[config.mk]
export PLATFORM = sky130hd
export DESIGN_NAME = seven_seg_scan_ctrl
export DESIGN_NICKNAME = d
export VERILOG_FILES = /design/src/rtl/seven_seg_scan_ctrl.sv
export SDC_FILE = /design/constraint.sdc
export NUM_CORES = 1
export LEC_CHECK = 0
export ABC_CLOCK_PERIOD_IN_PS = 3300
export BUFFER_PORTS_ARGS = -buffer_cell sky130_fd_sc_hd__buf_2
export CAP_MARGIN = 10
export CORE_MARGIN = 5
export CORE_UTILIZATION = 40
export CTS_CLUSTER_DIAMETER = 200
export DETAILED_ROUTE_END_ITERATION = 6
export HOLD_SLACK_MARGIN = 0.02
export PLACE_DENSITY = 0.68
export SYNTH_ARGS = -nofsm -noshare
export SYNTH_HDL_FRONTEND = slang
export SYNTH_SLANG_ARGS = --single-unit
[constraint.sdc]
create_clock -name clk -period 3.3 [get_ports clk]
set_input_delay 0.33 -clock clk [delete_from_list [all_inputs] [get_ports clk]]
set_output_delay 0.33 -clock clk [all_outputs]
set_load 0.01 [all_outputs]
[src/rtl/seven_seg_scan_ctrl.sv]
// Time-multiplexed scan controller for an 8-digit common-anode 7-segment display.
// Each digit slot is REFRESH_DIV cycles long, and the last BLANK_CYC cycles of the slot are blanked.
module seven_seg_scan_ctrl #(
    parameter int REFRESH_DIV = 100000,
    parameter int BLANK_CYC   = 2000
) (
    input  logic       clk,
    input  logic       rst,
    input  logic       wr_en,
    input  logic [2:0] wr_addr,
    input  logic [3:0] wr_data,
    input  logic       mask_wr,
    input  logic [7:0] mask_data,
    output logic [7:0] an,
    output logic [6:0] seg,
    output logic [2:0] digit_idx,
    output logic       frame_tick
);
    localparam int CNT_W = (REFRESH_DIV > 2) ? $clog2(REFRESH_DIV) : 1;
    localparam logic [CNT_W-1:0] CNT_LAST    = CNT_W'(REFRESH_DIV - 1);
    localparam logic [CNT_W-1:0] BLANK_START = CNT_W'(REFRESH_DIV - BLANK_CYC);

    typedef enum logic {DRIVE, BLANK} phase_e;

    phase_e           phase_q, phase_d;
    logic [CNT_W-1:0] cnt_q, cnt_d;
    logic [2:0]       idx_q, idx_d;
    logic [7:0]       mask_q, mask_d;
    logic [3:0]       digit_q [8];
    logic [3:0]       digit_d [8];
    logic [7:0]       an_q, an_d;
    logic [6:0]       seg_q, seg_d;
    logic             tick_q, tick_d;
    logic             wrap;

    function automatic logic [6:0] hex7(input logic [3:0] v);
        case (v)
            4'h0: hex7 = 7'h40;
            4'h1: hex7 = 7'h79;
            4'h2: hex7 = 7'h24;
            4'h3: hex7 = 7'h30;
            4'h4: hex7 = 7'h19;
            4'h5: hex7 = 7'h12;
            4'h6: hex7 = 7'h02;
            4'h7: hex7 = 7'h78;
            4'h8: hex7 = 7'h00;
            4'h9: hex7 = 7'h10;
            4'hA: hex7 = 7'h08;
            4'hB: hex7 = 7'h03;
            4'hC: hex7 = 7'h46;
            4'hD: hex7 = 7'h21;
            4'hE: hex7 = 7'h06;
            default: hex7 = 7'h0E;
        endcase
    endfunction

    always_comb begin
        wrap    = (cnt_q == CNT_LAST);
        cnt_d   = wrap ? '0 : cnt_q + 1'b1;
        idx_d   = wrap ? idx_q + 3'd1 : idx_q;
        tick_d  = wrap && (idx_q == 3'd7);
        phase_d = phase_q;
        case (phase_q)
            DRIVE:   if (cnt_d == BLANK_START) phase_d = BLANK;
            BLANK:   if (wrap) phase_d = DRIVE;
            default: phase_d = DRIVE;
        endcase
    end

    always_comb begin
        mask_d = mask_wr ? mask_data : mask_q;
        for (int i = 0; i < 8; i++) begin
            digit_d[i] = (wr_en && (wr_addr == 3'(i))) ? wr_data : digit_q[i];
        end
    end

    // Outputs are derived from post-edge state, so a write shows on seg at the very next edge.
    always_comb begin
        an_d  = 8'hFF;
        seg_d = 7'h7F;
        if (phase_d == DRIVE && mask_d[idx_d]) begin
            an_d  = ~(8'b1 << idx_d);
            seg_d = hex7(digit_d[idx_d]);
        end
    end

    always_ff @(posedge clk) begin
        if (rst) begin
            phase_q <= DRIVE;
            cnt_q   <= '0;
            idx_q   <= '0;
            mask_q  <= 8'hFF;
            an_q    <= 8'hFF;
            seg_q   <= 7'h7F;
            tick_q  <= 1'b0;
            for (int i = 0; i < 8; i++) digit_q[i] <= '0;
        end else begin
            phase_q <= phase_d;
            cnt_q   <= cnt_d;
            idx_q   <= idx_d;
            mask_q  <= mask_d;
            an_q    <= an_d;
            seg_q   <= seg_d;
            tick_q  <= tick_d;
            for (int i = 0; i < 8; i++) digit_q[i] <= digit_d[i];
        end
    end

    assign an         = an_q;
    assign seg        = seg_q;
    assign digit_idx  = idx_q;
    assign frame_tick = tick_q;
endmodule

# Word level (Yosys, flattened, before mapping)
# Memory sizes are Yosys's and may differ from the RTL's. A register that Yosys moved wholly into a read port is not among the register bits.
# Index checks and enable logic that the tools add are counted.
[totals] mem_count=2 ramBits=32 rom_bits=112 regBits=38 output_inout_bits=19
[op_classes] muxes=30 reduce_logical=12 addsub=2 n_shift=1 eq_ne=10 bitwise_logic=13 order_cmp=2
[mem_list] memory="(name not given)" depth=16 width=7 read_ports=1 rd_ports_with_merged_regs=1 write_ports=0 line="37" text="case (v)"
[mem_list] memory="digit_q" depth=8 width=4 read_ports=8 rd_ports_with_merged_regs=0 write_ports=8 line="29" text="logic [3:0] digit_q [8];"
[op_table] op="4-bit two-way mux" count=18
[op_table] op="17-bit equality test (second input constant)" count=2
[op_table] op="17-bit by 1-bit adder with 17-bit output (second input constant)" count=1
[op_table] op="17-bit two-way mux" count=1
[op_table] op="3-bit equality test (second input constant)" count=5
[op_table] op="4-bit binary-select mux with 3-bit select" count=1
[op_table] op="1-bit logical AND" count=10
[op_table] op="8-bit two-way mux" count=1
[op_table] op="8-bit NOT" count=1
[op_table] op="1-bit bitwise OR" count=8
[op_table] op="1-bit by 3-bit left shift with 8-bit output (first input constant)" count=1
[op_table] op="3-bit by 2-bit equality test with 1-bit output (second input constant)" count=2
[op_table] op="1-bit two-way mux" count=6
[op_table] op="4-bit >= comparator (second input constant)" count=1
[op_table] op="3-bit by 4-bit < comparator with 1-bit output (second input constant)" count=1
[op_table] op="3-bit NOT with 4-bit output" count=1
[op_table] op="3-bit by 1-bit adder with 3-bit output (second input constant)" count=1
[op_table] op="1-bit binary-select mux with 3-bit select" count=1
[op_table] op="3-bit by 1-bit equality test with 1-bit output (second input constant)" count=1
[op_table] op="3-bit zero test" count=1
[op_table] op="3-bit two-way mux" count=1
[op_table] op="1-bit NOT" count=3
[op_table] op="1-bit one-hot mux with 2 select lines" count=1
[op_table] op="2-bit OR reduction" count=1

# Logic depth before layout (Yosys ltp)
# Gate-level depths: netlist of the first run.
[logic_depth] ltp_word=9 depth_mapped=15 ltp_nobuf=12

# Least setup slack after synthesis of the first run
# OpenSTA, ideal clock, no wires.
[synth_path] kind="register to register" startpoint="reg cnt_q[0]" endpoint="reg seg_q[3], in the netlist seg[3]" setup_slack_ns=-0.349 path_stages_with_launch=14 arrival_time_ns=3.532 period_less_slack_ns=3.649 cell_sequence="dfxtp_1 > ha_1 > buf_2 > and4_1 > nand4_2 > xnor2_2 > buf_6 > mux2_1 > mux2_2 > o311ai_1 > inv_1 > ha_1 > mux4_2 > nand2b_1"
[synth_between] elab_chain_len=9 elab_cells_between_ends=18 cone_classes="1 x add/sub; 2 x eq/ne; 10 x mux; 3 x bitwise; 2 x reduce/logical"
[synth_rtl] item="start: declaration" line="26" text="logic [CNT_W-1:0] cnt_q, cnt_d;"
[synth_rtl] item="start signal: assignment" line="99" text="cnt_q <= cnt_d;"
[synth_rtl] item="17-bit by 1-bit adder with 17-bit output or 17-bit equality test (tied branches)" line="59, 58"
[synth_rtl] item="17-bit two-way mux" line="59" text="cnt_d = wrap ? '0 : cnt_q + 1'b1;"
[synth_rtl] item="17-bit equality test" line="64" text="DRIVE: if (cnt_d == BLANK_START) phase_d = BLANK;"
[synth_rtl] item="1-bit two-way mux" line="64"
[synth_rtl] item="1-bit one-hot mux with 2 select lines" line="63" text="case (phase_q)"
[synth_rtl] item="1-bit NOT" line="81" text="if (phase_d == DRIVE && mask_d[idx_d]) begin"
[synth_rtl] item="1-bit logical AND" line="81"
[synth_rtl] item="1-bit NOT (no source line)"
[synth_rtl] item="2-bit OR reduction (no source line)"
[synth_rtl] item="end: declaration" line="32" text="logic [6:0] seg_q, seg_d;"
# Several ways; a longest one is shown, not always the timed one. The select of a mux whose other input is x is not followed.
# A chain may end at the register's enable or synchronous reset.

# Worst setup path after layout of the first run
# Same ends and word-level chain as after synthesis.

==> results of run 1 <==
-- state kept, by name, indices dropped and copies added (netlist names) --
| name | cells |
|---|---|
| an | 8 |
| phase_q | 1 |
| seg | 7 |
| digit_idx | 3 |
| cnt_q | 17 |
| mask_q | 8 |
| frame_tick | 1 |
| digit_q | 32 |
-- cell usage in the layout (no fill, tap or decap), drive strengths merged, types with 4 or more instances in the layout --
cell    Yosys  routed
xor2        8       8
a31oi       5       5
nor4b       5       5
nor2b       8       8
and3        6       6
o21ai      15      15
a21oi      16      16
dfxtp      77      77
nand3      15      15
mux2        9       9
nand2      29      29
xnor2      11      11
a211o       4       4
inv        11      11
o221ai      6       6
nor3        8       8
mux2i      40      40
nor2       58      58
clkbuf     11      15
ha          7       7
buf        19      77
nand2b     10      10
nand4       8       8
-- metrics by stage --
| step | cells | setup WS (ns) | utilization [%] | hold WS [ns] | setup TNS (ns) |
|---|---|---|---|---|---|
| after floorplan | 445 | 0.0115 | - | 0.406 | 0 |
| after global placement | 624 | 0.0790 | 45.9 | 0.445 | 0 |
| after detailed placement | 624 | -0.0199 | 45.9 | 0.456 | -0.0199 |
| after CTS | 640 | 0.00484 | 47.7 | 0.185 | 0 |
| after global routing | 644 | -0.0891 | 48.7 | 0.193 | -0.0891 |
| final | 644 | 0.00896 | 48.7 | 0.195 | 0 |
-- cell families after synthesis --
logic type,after synthesis,synth area share [%]
buffers and inverters,41,5.11
AND/OR/NAND/NOR,173,22.7
XOR/XNOR,20,4.80
flip-flops,77,37.7
AO/OA/AOI/OAI,75,13.5
multiplexers,52,14.1
adder cells (fa/ha/maj),7,2.14
-- worst register-to-register path: cells and delay by family (launching register included) --
family | cells | cell delay, ns
AOI/OAI and AO/OA | 1 | 0.40
xor gates and xnor gates | 1 | 0.31
adders and majority gates | 2 | 0.32
buffers and inverters | 2 | 0.26
DFF | 1 | 0.38
muxes | 2 | 0.77
and+or+nand+nor | 4 | 0.74
-- per-layer routing --
layer	global-route usage (%)	routed length [µm]	vias up
li1	-	-	1721
met1	20.7	4440	1636
met4	8.03	323	0
met3	3.82	567	23
met5	0	0	-
met2	27.9	4830	94
-- how the worst min path moves through the flow --
stage                              from  slack (ns)               endpoint  cells past startpoint
CTS                        mask_data[2]        0.18   mask_q[2]$_SDFF_PP1_                      2
global placement    cnt_q[0]$_SDFF_PP0_        0.44    cnt_q[0]$_SDFF_PP0_                      1
finish                     mask_data[2]        0.20   mask_q[2]$_SDFF_PP1_                      2
detailed placement  cnt_q[0]$_SDFF_PP0_        0.46    cnt_q[0]$_SDFF_PP0_                      1
global route               mask_data[6]        0.19   mask_q[6]$_SDFF_PP1_                      2
floorplan                           rst        0.41  frame_tick$_SDFF_PP0_                      1
-- layout make-up --
type,count,area share [%]
Multi-Input combinational cell,327,50.1
Sequential cell,77,31.4
Timing Repair Buffer,78,10.7
Clock buffer,14,3.50
Tap cell,136,3.45
Inverter,11,0.837
Clock inverter,1,0.101
-- what timing repair did --
action,4_1_cts,5_1_grt
hold buffers,0,0
resized for setup,0,13
pin swaps,1,4
cloned,0,1
setup buffers,1,3
setup endpoints to repair,1,3
endpoints found under the hold margin,0,0
-- power groups by stage --
| stage | clock network, µW | registers [µW] | logic [µW] |
|---|---|---|---|
| floorplan | 0 | 989 | 111 |
| global placement | 0 | 986 | 161 |
| detailed placement | 0 | 987 | 165 |
| CTS | 671 | 965 | 167 |
| global route | 714 | 968 | 190 |
| finish | 652 | 965 | 174 |
==> summary.txt, run 1 <==
Setup path
  • Worst Path Required: 3.55 ns
  • Reg2Reg Capture Point: seg[3]$_SDFF_PP1_
  • Setup crit end kind: flip-flop
  • Delay of the slowest cell on the worst path: 0.46 ns
  • Reg2Reg Depth: 12
  • Critical Path Start: cnt_q[0]$_SDFF_PP0_
  • Slowest CP cell: mux4_2
  • Crit Path Class: flip-flop to flip-flop
  • Worst R2R Start: cnt_q[0]$_SDFF_PP0_
  • Crit path DAT: roughly 3.5 ns
  • FF-to-FF setup slack: 0.009 ns
  • Worst Path Max Fanout: 8
  • End of the critical path: seg[3]$_SDFF_PP1_
  • CP bufs+invs: 2
  • Crit path max-delay family: multiplexers
  • Cells along the critical path: ha_4 > and4_4 > and4_4 > buf_12 > xnor3_2 > nand2_2 > mux2_4 > o311ai_4 > inv_2 > ha_4 > mux4_2 > nand2b_4
  • Stages on worst setup path: 12
  • Startpoint Class: flip-flop

Floorplan
  • Starting density of the core: approximately two fifths
  • Die Width: 111 µm
  • Die footprint: 12300 µm²
  • Io pins: 38
  • Core area: 10100 µm²
  • Row Count: 37
  • Die Height: 111 µm

Routing
  • Drt pass-1 iters: 5
  • Initial drt markers: 233
  • Via/cell ratio: 5.39
  • Vias: between 3000 and 4000
  • Final ANT Viol Nets: 0
  • WL/cell: 15.8 µm
  • DRC Markers: 0
  • Final WL: 10200 µm

Power and ir drop
  • Pwr Total: 1790 µW
  • Clock share of power: 36.4%
  • PwrDens: 363 nW/µm²
  • Worst vdd ir: 0.000155 V
  • Sw Pwr: 434 µW
  • Logic pwr share: 9.7%
  • P_leak: 0.00190 µW
  • Net Sw Frac: 24.2%
  • Internal power: 1360 µW
  • Flop pwr share: 53.9%

Clocking
  • CTS tree: done
  • Root buffer cell: clkbuf_8
  • Htree depth: 3
  • Worst-path clk slew: 0.07 ns
  • CTS buffer count: 9
  • Clock sink count: 77
  • Worst-skew pair later-pin latency: 0.36 ns
  • Max clock buf depth: 2

Flow run
  • Max_cap viols: 0

STA
  • Final Skew: ~0.0097 ns
  • F_max: 0.304 GHz
  • RSZ-0062 raised after global routing: yes
  • Final worst path period share: 99.7%
  • Least-Margin Pin Slew: 0.854 ns
  • Fin crit period: 3.29 ns
  • Max-slew violations: 0
  • Slew margin rel.: 43.0%
  • Final setup viols: 0
  • Fin. Hold Viols: 0

Yosys
  • Distinct cells, synth: 72
  • Syn Nets: 471
  • Largest area contributor in the netlist: dfxtp_1
  • Sequential share of the synthesized area: 37.7%
  • Top-count cell post-synth: dfxtp_1
  • Share of the synthesized area in the top cell type: 37.7%
  • Area contributors post-synth: dfxtp_1, mux2i_1, nor2_1, nand2_1, mux2_2
  • Ys async rst share: 0%
  • Syn Area/Cell: 9.19 µm²
  • Post-synth EDFFs: 0
  • Cell Area, Synth: 4090 µm²
  • Mapped Cells: 445
  • Most used DFF post-synth: dfxtp_1
  • Synth Warn #: 0
  • Post-synth top cells: dfxtp_1, nor2_1, mux2i_1
  • Synth Register Bits: 77

Outcome
  • Outcome: complete, no violations

GRT
  • Grt ovf: 0
  • Initial antenna violation count: 0
  • Vias in the first global route: roughly 3500
  • GRT Total Usage: 16.8%
  • Largest net degree at the start of global routing: 51
  • First-pass GRT wire length: about 17000 µm

Cells and area
  • Layout cell share with drive strength beyond 1: 27.0%
  • Area Growth Syn to Fin: 20.7%
  • Final Cell Area: roughly 4900 µm²
  • Filler cell count: 947
  • Total inserted antenna cells: 0
  • NumNets Final: 530
  • Register area: 1550 µm²
  • Multi-input logic area: 2470 µm²

Placed design
  • Cell Area, Placed: around 4700 µm²
  • Number of port buffers: 37
  • GPL Wtd Cong: 0.942
  • Post-DP HPWL: 7270 µm

Hold path
  • Worst Hold Class: primary input to flip-flop
(Power assumes the default switching activity.)
==> inputs of run 2 (changes only) <==
--- a/config.mk
+++ b/config.mk
@@ -5,7 +5,7 @@
 export SDC_FILE = /design/constraint.sdc
 export NUM_CORES = 1
 export LEC_CHECK = 0
-export ABC_CLOCK_PERIOD_IN_PS = 3300
+export ABC_CLOCK_PERIOD_IN_PS = 3500
 export BUFFER_PORTS_ARGS = -buffer_cell sky130_fd_sc_hd__buf_2
 export CAP_MARGIN = 10
 export CORE_MARGIN = 5
@@ -13,7 +13,8 @@
 export CTS_CLUSTER_DIAMETER = 200
 export DETAILED_ROUTE_END_ITERATION = 6
 export HOLD_SLACK_MARGIN = 0.02
-export PLACE_DENSITY = 0.68
+export PLACE_DENSITY = 0.65
+export SKIP_LAST_GASP = 1
 export SYNTH_ARGS = -nofsm -noshare
 export SYNTH_HDL_FRONTEND = slang
 export SYNTH_SLANG_ARGS = --single-unit
==> constraint.sdc (replaced) <==
create_clock -name clk -period 3.5 [get_ports clk]
set_input_delay 0.35 -clock clk [delete_from_list [all_inputs] [get_ports clk]]
set_output_delay 0.35 -clock clk [all_outputs]
set_load 0.01 [all_outputs]
==> summary.txt, run 2 (synthesis gave the netlist of run 1 again) <==
Outcome
  • Outcome: complete, no violations (unchanged)

Cells and area
  • Most flops, register: digit_q (unchanged)
  • NumNets Final: 528 (was 530)
  • Layout cell share with drive strength beyond 1: 23.9% (was 27.0%)
  • Top Registers: digit_q (32), cnt_q (17) (unchanged)
  • Commonest non-fill, non-tap cell in the layout: dfxtp_1 (unchanged)
  • Most frequent cells in the layout: dfxtp_1, nor2_1, mux2i_1, buf_4, buf_2 (unchanged)
  • Area Growth Syn to Fin: 16.9% (was 20.7%)
  • Max reg flops: 32 (unchanged)
  • Util after Layout: 47.1% (was 48.7%)
  • Total inserted antenna cells: 0 (unchanged)

Routing
  • Initial drt markers: 261 (was 233)
  • WL/cell: 15.7 µm (was 15.8 µm)
  • Drt pass-1 iters: 4 (was 5)
  • DRC Markers: 0 (unchanged)
  • Final ANT Viol Nets: 0 (unchanged)
  • Final WL: 10100 µm (was 10200 µm)
  • Vias: 3511 (was 3474)
  • Via/cell ratio: 5.47 (was 5.39)

Setup path
  • Reg2Reg Depth: 11 (was 12)
  • Slowest CP cell: mux4_2 (unchanged)
  • Worst Path Max Fanout: 5 (was 8)
  • Setup crit end kind: flip-flop (unchanged)
  • Crit Path Class: flip-flop to flip-flop (unchanged)
  • Startpoint Class: flip-flop (unchanged)
  • CP bufs+invs: 1 (was 2)
  • Crit path max-delay family: multiplexers (unchanged)
  • FF-to-FF setup slack: 0.14 ns (was 0.009 ns)
  • Cells along the critical path: ha_1 > and4_2 > nand4_4 > xnor2_4 > mux2_1 > mux2_2 > o311ai_4 > inv_1 > ha_1 > mux4_2 > nand2b_1 (was ha_4 > and4_4 > and4_4 > buf_12 > xnor3_2 > nand2_2 > mux2_4 > o311ai_4 > inv_2 > ha_4 > mux4_2 > nand2b_4)
  • Most used cell, CP: ha_1
  • Worst Path Required: 3.75 ns (was 3.55 ns)
  • Delay of the slowest cell on the worst path: 0.46 ns (about the same)
  • Stages on worst setup path: 11 (was 12)
  • Crit path DAT: 3.61 ns (was 3.54 ns)

STA
  • Fin. Hold Viols: 0 (unchanged)
  • Final worst path period share: 96.1% (was 99.7%)
  • RSZ-0062 raised after global routing: no (was yes)
  • Fin Hold WS: 0.215 ns (was 0.195 ns)
  • Slew margin rel.: 39.4% (was 43.0%)
  • Final setup viols: 0 (unchanged)
  • F_max: 0.297 GHz (was 0.304 GHz)
  • Final Skew: 0.00664 ns (was 0.00969 ns)
  • Final TNS setup: 0 ns (unchanged)
  • Least-Margin Pin Slew: 0.909 ns (was 0.854 ns)
  • Max-slew violations: 0 (unchanged)
  • Fin crit period: 3.36 ns (was 3.29 ns)

Clocking
  • CTS tree: done (unchanged)
  • Worst-skew pair later-pin latency: 0.36 ns (about the same)
  • Htree depth: 3 (unchanged)
  • Worst-path clk slew: 0.08 ns (was 0.07 ns)
  • Max clock buf depth: 2 (unchanged)
  • Root buffer cell: clkbuf_8 (unchanged)
  • CTS buffer count: 9 (unchanged)
  • Clock sink count: 77 (unchanged)

GRT
  • Initial antenna violation count: 0 (unchanged)
  • Grt ovf: 0 (unchanged)
  • First-pass GRT wire length: 16700 µm (was 16900 µm)
  • Largest net degree at the start of global routing: 51 (unchanged)
  • GRT Total Usage: 16.6% (was 16.8%)
  • Vias in the first global route: 3353 (was 3487)

Floorplan
  • Die Width: 111 µm (unchanged)
  • Starting density of the core: 40.3% (unchanged)
  • Core area: 10100 µm² (unchanged)
  • Row Count: 37 (unchanged)
  • Die footprint: 12300 µm² (unchanged)
  • Io pins: 38 (unchanged)
  • Die Height: 111 µm (unchanged)

Hold path
  • Worst Hold Class: primary input to flip-flop (unchanged)
  • Worst hold stages: 2 (unchanged)

Placed design
  • Post-DP HPWL: 7340 µm (was 7270 µm)
  • Number of port buffers: 37 (unchanged)
  • GPL Wtd Cong: 0.886 (was 0.942)

Power and ir drop
  • Net Sw Frac: 24.8% (was 24.2%)
  • Clock share of power: 35.2% (was 36.4%)
  • Flop pwr share: 55.2% (was 53.9%)
  • Internal power: 1240 µW (was 1360 µW)
  • P_leak: 0.00185 µW (was 0.00190 µW)
  • PwrDens: 344 nW/µm² (was 363 nW/µm²)
  • Sw Pwr: 408 µW (was 434 µW)
  • Logic pwr share: 9.6% (was 9.7%)
  • Worst vdd ir: 0.000159 V (was 0.000155 V)

Flow run
  • Max_cap viols: 0 (unchanged)
==> run 2: cell types whose count changed in the layout (fill, tap and decap cells not counted), sizes merged <==
cell | previous run | this run
clkinv | 1 | 2
and4 | 3 | 4
clkbuf | 15 | 13
buf | 77 | 75
==> run 2: timing repair <==
item	in CTS	in global routing
setup endpoints to repair	1	2
pin swaps	0	3
hold endpoints to repair	0	0
gates cloned	0	1
setup buffers	0	3
resized for setup	1	4
hold buffers	0	0
==> run 2: worst paths after layout <==
| kind | start | endpoint |
|---|---|---|
| setup reg to reg | cnt_q[0]$_SDFF_PP0_ | seg[3]$_SDFF_PP1_ |
| hold reg to reg | digit_q[1][12]$_SDFF_PP0_ | digit_q[1][12]$_SDFF_PP0_ |
| setup / recovery | cnt_q[0]$_SDFF_PP0_ | seg[3]$_SDFF_PP1_ |
| hold / removal | mask_data[6] | mask_q[6]$_SDFF_PP1_ |
==> run 2: stage by stage <==
stage / std cells / setup slack [ns] / area [µm²] / power, µW
4_1_cts: 638 / 0.0598 / 4720 / 1660
2_1_floorplan: 445 / 0.0120 / 4110 / 1030
3_3_place_gp: 623 / 0.0671 / 4560 / 1080
3_5_place_dp: 623 / -0.0661 / 4560 / 1080
6_report: 642 / 0.138 / 4780 / 1640
5_1_grt: 642 / 0.0275 / 4780 / 1720
==> run 2: worst reg2reg max path: stages, from the launching register on <==
cell	delay, ns
dfxtp_1	0.34
ha_1	0.16
and4_2	0.33
nand4_4	0.16
xnor2_4	0.24
mux2_1	0.38
mux2_2	0.30
o311ai_4	0.35
inv_1	0.12
ha_1	0.26
mux4_2	0.46
nand2b_1	0.15
==> run 2: per-layer routing <==
layer	vias up	wire length [µm]	global-route usage (%)
met3	14	463	3.22
met1	1709	4560	21.7
met5	-	0	0
met2	69	4920	27.1
li1	1719	-	-
met4	0	152	6.08
==> run 2: final cells by class <==
cell class                      instances  area (µm²)
Fill cell                             971        5360
Multi-Input combinational cell        328        2400
Sequential cell                        77        1540
Timing Repair Buffer                   75         470
Tap cell                              136         170
Clock buffer                           13         149
Inverter                               11        41.3
Clock inverter                          2        10.0
==> run 2: power by group through the flow <==
| stage | clock network, µW | registers (µW) | logic (µW) |
|---|---|---|---|
| after CTS | 593 | 908 | 157 |
| final | 578 | 908 | 159 |
| after global placement | 0 | 927 | 153 |
| after floorplan | 0 | 931 | 101 |
| after detailed placement | 0 | 928 | 157 |
| after global routing | 635 | 910 | 175 |
